<file path="src/rtl/calc_sequencer.sv">
// calc_sequencer: arbitrates two requesters onto a shared calculator datapath and keeps a two-deep result history.
// Define CALC_SEQ_RR_EN for round-robin arbitration; otherwise req0 has fixed priority.
module calc_sequencer #(
    parameter int WAIT_CYCLES = 2
) (
    input  logic       clk,
    input  logic       rst_n,
    input  logic       req0,
    input  logic       req1,
    input  logic [2:0] a0,
    input  logic [2:0] a1,
    input  logic [2:0] b0,
    input  logic [2:0] b1,
    input  logic [1:0] op0,
    input  logic [1:0] op1,
    output logic       ack0,
    output logic       ack1,
    output logic [2:0] dp_a,
    output logic [2:0] dp_b,
    output logic [1:0] dp_op,
    output logic       dp_load,
    input  logic [5:0] dp_result,
    output logic [5:0] cur_val,
    output logic [5:0] prev_val,
    output logic       busy,
    output logic       grant_id
);
`ifdef CALC_SEQ_RR_EN
    localparam logic GRANT_RST = 1'b1;
`else
    localparam logic GRANT_RST = 1'b0;
`endif
    typedef enum logic [1:0] {IDLE, ISSUE, WAIT, COMMIT} state_t;
    state_t     state;
    logic [3:0] cnt;
    logic       win;
`ifdef CALC_SEQ_RR_EN
    assign win = (req0 && req1) ? ~grant_id : req1;
`else
    assign win = ~req0;
`endif
    // dp_a/dp_b/dp_op double as the latched operands: loaded at grant, cleared on return to IDLE
    always_ff @(posedge clk or negedge rst_n) begin
        if (!rst_n) begin
            state    <= IDLE;
            cnt      <= '0;
            dp_a     <= '0;
            dp_b     <= '0;
            dp_op    <= '0;
            dp_load  <= 1'b0;
            ack0     <= 1'b0;
            ack1     <= 1'b0;
            busy     <= 1'b0;
            cur_val  <= '0;
            prev_val <= '0;
            grant_id <= GRANT_RST;
        end else begin
            case (state)
                IDLE: if (req0 || req1) begin
                    state    <= ISSUE;
                    busy     <= 1'b1;
                    dp_load  <= 1'b1;
                    grant_id <= win;
                    dp_a     <= win ? a1 : a0;
                    dp_b     <= win ? b1 : b0;
                    dp_op    <= win ? op1 : op0;
                end
                ISSUE, WAIT: begin
                    dp_load <= 1'b0;
                    cnt     <= (state == ISSUE) ? 4'(WAIT_CYCLES) : cnt - 4'd1;
                    if (state == ISSUE ? WAIT_CYCLES == 0 : cnt == 4'd1) begin
                        state <= COMMIT;
                        ack0  <= ~grant_id;
                        ack1  <= grant_id;
                    end else begin
                        state <= WAIT;
                    end
                end
                COMMIT: begin
                    state    <= IDLE;
                    busy     <= 1'b0;
                    ack0     <= 1'b0;
                    ack1     <= 1'b0;
                    prev_val <= cur_val;
                    cur_val  <= dp_result;
                    dp_a     <= '0;
                    dp_b     <= '0;
                    dp_op    <= '0;
                end
            endcase
        end
    end
endmodule

</file>
<file path="config.mk">
export PLATFORM = sky130hd
export DESIGN_NAME = calc_sequencer
export DESIGN_NICKNAME = d
export VERILOG_FILES = /design/src/rtl/calc_sequencer.sv
export SDC_FILE = /design/constraint.sdc
export NUM_CORES = 1
export LEC_CHECK = 0
export CAP_MARGIN = 10
export CORE_UTILIZATION = 39
export CTS_CLUSTER_DIAMETER = 120
export DETAILED_ROUTE_END_ITERATION = 10
export PLACE_DENSITY_LB_ADDON = 0.08
export SLEW_MARGIN = 40
export SYNTH_ARGS = -nofsm -noshare
export SYNTH_HDL_FRONTEND = slang
export SYNTH_SLANG_ARGS = --single-unit
</file>
<file path="constraint.sdc">
create_clock -name clk -period 1.55 [get_ports clk]
set_clock_uncertainty 0.05 [all_clocks]
set_input_delay 0.155 -clock clk [delete_from_list [all_inputs] [get_ports clk]]
set_output_delay 0.155 -clock clk [all_outputs]
set_load 0.01 [all_outputs]
</file>
==> run_results.csv <==
group,metric,value,unit
run_status,outcome,"finished, final reports clean",
worst_setup_path,required,1.70,ns
global_route,globalRouteOverflowTotal,0,
global_route,grt_usage,17.7,%
cts,insertion_delay,0.32,ns
global_route,grt_max_degree,32,
worst_setup_path,max_stage_delay,0.40,ns
power,comb_power_share,56.2,%
logic_synthesis,synth_flop_cell,"dfrtp_1",
floorplanning,die_w,61.7,um
power,p_int,2.74,mW
worst_hold_path,hp-class,"input port to async pin",
sta,min_period_over_period,97.0,%
power,swShare,35.3,%
sta,relSlewSlack,74.8,%
floorplanning,start_util,41.3,%
cells_and_area,fin_cells,221,
drt,drt_pass1_iterations,3,
power,vdd_ir_drop_max,1.16,mV
drt,final_antenna_net_count,0,
place,place_ws,-0.0671,ns
cts,tritoncts,"yes",
worst_setup_path,worst_setup_path_end_kind,"flop",
logic_synthesis,syn-cell-area,0.00139,mm2
power,p_switching,1.49,mW
cts,cts_sinks,31,
worst_setup_path,crit_buf_inv,1,
cells_and_area,utilization,63.2,%
power,pwr_density_cell,1990,mW/mm2
worst_setup_path,crit_family,"flip-flops",
floorplanning,io_pins,51,
cts,cts_made_buffers,5,
logic_synthesis,synth_edf_count,0,
logic_synthesis,syn_area_per_cell,12.6,um2
sta,finalSetupViolCount,0,
floorplanning,die-area,0.00380,mm2
place,place_congestion,0.779,
cells_and_area,syn_to_final_growth,53.2,%
logic_synthesis,yosysTopAreaCell,"dfrtp_1",
worst_setup_path,path_cells,"inv_2, ha_4, or3b_4, o221ai_1, o21ai_1",
worst_setup_path,crit_fanout,4,
logic_synthesis,syn_inst,110,
cts,cts-root-buf,"clkbuf_4",
sta,drv_slew,0,
drt,drtIter0Drc,28,
cells_and_area,layout-drive-gt1-share,25.1,%
floorplanning,num_rows,21,
sta,holdWs,0.179,ns
worst_setup_path,worstPathArrival,1.66,ns
worst_setup_path,crit_type,"flop to flop",
floorplanning,die_h,61.7,um
place,io_buffers,50,
logic_synthesis,ys_ff_latch,31,
worst_setup_path,start_kind,"flop",
sta,setup_slack,0.0466,ns
cts,cts_hold_buf,0,
drt,drc,0,
cts,clock_path_buffers,2,
logic_synthesis,yosys_warnings,0,
logic_synthesis,async_reset_ff_share,100,%
global_route,grt_pass1_wl,4.69,mm
sta,worst_slew_pin_slew,0.378,ns
sta,tns,0,ns
drt,wl_per_cell,13.4,um
logic_synthesis,synth-seq-area-share,55.9,%
drt,vias,1091,
logic_synthesis,synth.area.top_cells,"dfrtp_1 56%, mux2_2 11%, mux2i_1 5.8%",
drt,viasPerCell,4.94,
power,seqPwrFrac,33.8,%
logic_synthesis,synth_cell_types,28,
cells_and_area,final_nets,205,
global_route,grt_pass1_vias,1040,
sta,period_needed,1.50,ns
sta,rsz0062_at_grt,"true",
worst_setup_path,cp_slowest_cell,"dfrtp_1",
sta,hold_viol_final,0,
logic_synthesis,synth_top_area_share,55.9,%
sta,fmax,0.665,GHz
place,hpwl,2.18,mm
global_route,antenna_found_initial,0,
run,drv_cap,0,
cts,htreeDepth,2,
cts,clk_pin_slew,0.09,ns
floorplanning,core_area,0.00336,mm2
logic_synthesis,syn-num-nets,141,
place,dp.cells,212,
power,p_leak,0.924,nW
drt,drt-total-wl,2.95,mm
cells_and_area,insertedDiodeCount,0,
power,clock_power_share,10.1,%
## Yosys cell counts (2+ instances only)
cell type,n
dfrtp_1,31
mux2_2,13
inv_1,8
mux2i_1,8
o2bb2ai_1,8
o21ai_0,6
ha_1,5
buf_2,4
a21oi_1,3
nand2_1,3
nand3_1,2
nor2_1,2
o221ai_1,2
## worst reg2reg max path: cells and delay by family (launching register included)
family	cells	cell delay (ns)
buffers and inverters	1	0.06
flip-flops	1	0.40
AND/OR/NAND/NOR	1	0.38
AO/OA/AOI/OAI	2	0.24
adder cells (fa/ha/maj)	1	0.27
## final timing paths
check | startpoint | end | slack [ns] | cells after the start
setup / recovery | state[0]$_DFFE_PN0P_ | ack1$_DFFE_PN0P_ | 0.05 | 5
hold / removal | rst_n | dp_a[0]$_DFFE_PN0P_ | 0.18 | 2
hold reg to reg | dp_a[0]$_DFFE_PN0P_ | dp_a[0]$_DFFE_PN0P_ | 0.44 | 1
min in group clk | dp_result[5] | cur_val[5]$_DFFE_PN0P_ | 0.39 | 2
setup reg to reg | state[0]$_DFFE_PN0P_ | ack1$_DFFE_PN0P_ | 0.05 | 5
max in group asynchronous | rst_n | cur_val[2]$_DFFE_PN0P_ | 1.00 | 2
## cell type report
type                    count  area (um2)
repair buffers             62         597
clock inverters             1        5.00
clock buffers               7        45.0
well taps                  46        57.6
multi-input cells          66         616
flip-flops and latches     31         776
fillers                   300        1240
inverters                   8        30.0
## per-stage QoR
| stage | total power, mW | area [um2] |
|---|---|---|
| finish | 4.23 | 2130 |
| global route | 4.60 | 2130 |
| CTS | 4.23 | 2090 |
| detailed placement | 3.69 | 2020 |
| global placement | 3.58 | 2020 |
| floorplan | 2.62 | 1400 |
## power by group through the flow
stage	Combinational, mW	Clock (mW)	Sequential (mW)
after global routing	2.62	0.486	1.49
after global placement	2.16	0	1.42
after detailed placement	2.25	0	1.44
after floorplan	1.07	0	1.54
final	2.38	0.426	1.43
after CTS	2.35	0.451	1.43
## cell usage in the layout, fill, tap and decap left out, types with 2 or more instances in the layout
master and instances:
clkdlybuf4s50_1 49, dfrtp_1 31, mux2_2 13, buf_4 11, mux2i_1 8, inv_1 5
o21ai_0 5, o2bb2ai_1 5, clkbuf_4 5, inv_2 3, a21oi_1 3, nand2_1 3
o2bb2ai_2 3, ha_1 3, nand3_1 2, or3b_4 2, nor2_1 2, clkbuf_1 2
## cell families after synthesis
family	synth area share (%)
adder cells (fa/ha/maj)	4.51
flip-flops	55.9
AO/OA/AOI/OAI	14.7
buffers and inverters	3.88
multiplexers	16.3
AND/OR/NAND/NOR	4.69
## layer usage
| layer | GRT usage [%] | vias to the layer above | part of all wire [%] |
|---|---|---|---|
| met1 | 20.1 | 518 | 44 |
| met3 | 4.62 | 8 | 6.3 |
| li1 | - | 528 | - |
| met5 | 0 | - | 0 |
| met4 | 9.52 | 0 | 2.1 |
| met2 | 30.3 | 37 | 48 |
## repair_timing
item | 4_1_cts | 5_1_grt
endpoints found under the setup margin | 11 | 25
hold endpoints to repair | 0 | 0
gates resized for setup | 7 | 6
setup buffers | 0 | 1
cloned | 0 | 0
## registers in the layout (all words and copies together), names as in the netlist
signal,cells
ack0,1
ack1,1
busy,1
cnt,4
cur_val,6
dp_a,3
dp_b,3
dp_load,1
dp_op,2
grant_id,1
prev_val,6
state,2
Note: power is estimated with default switching activity, not from simulation.
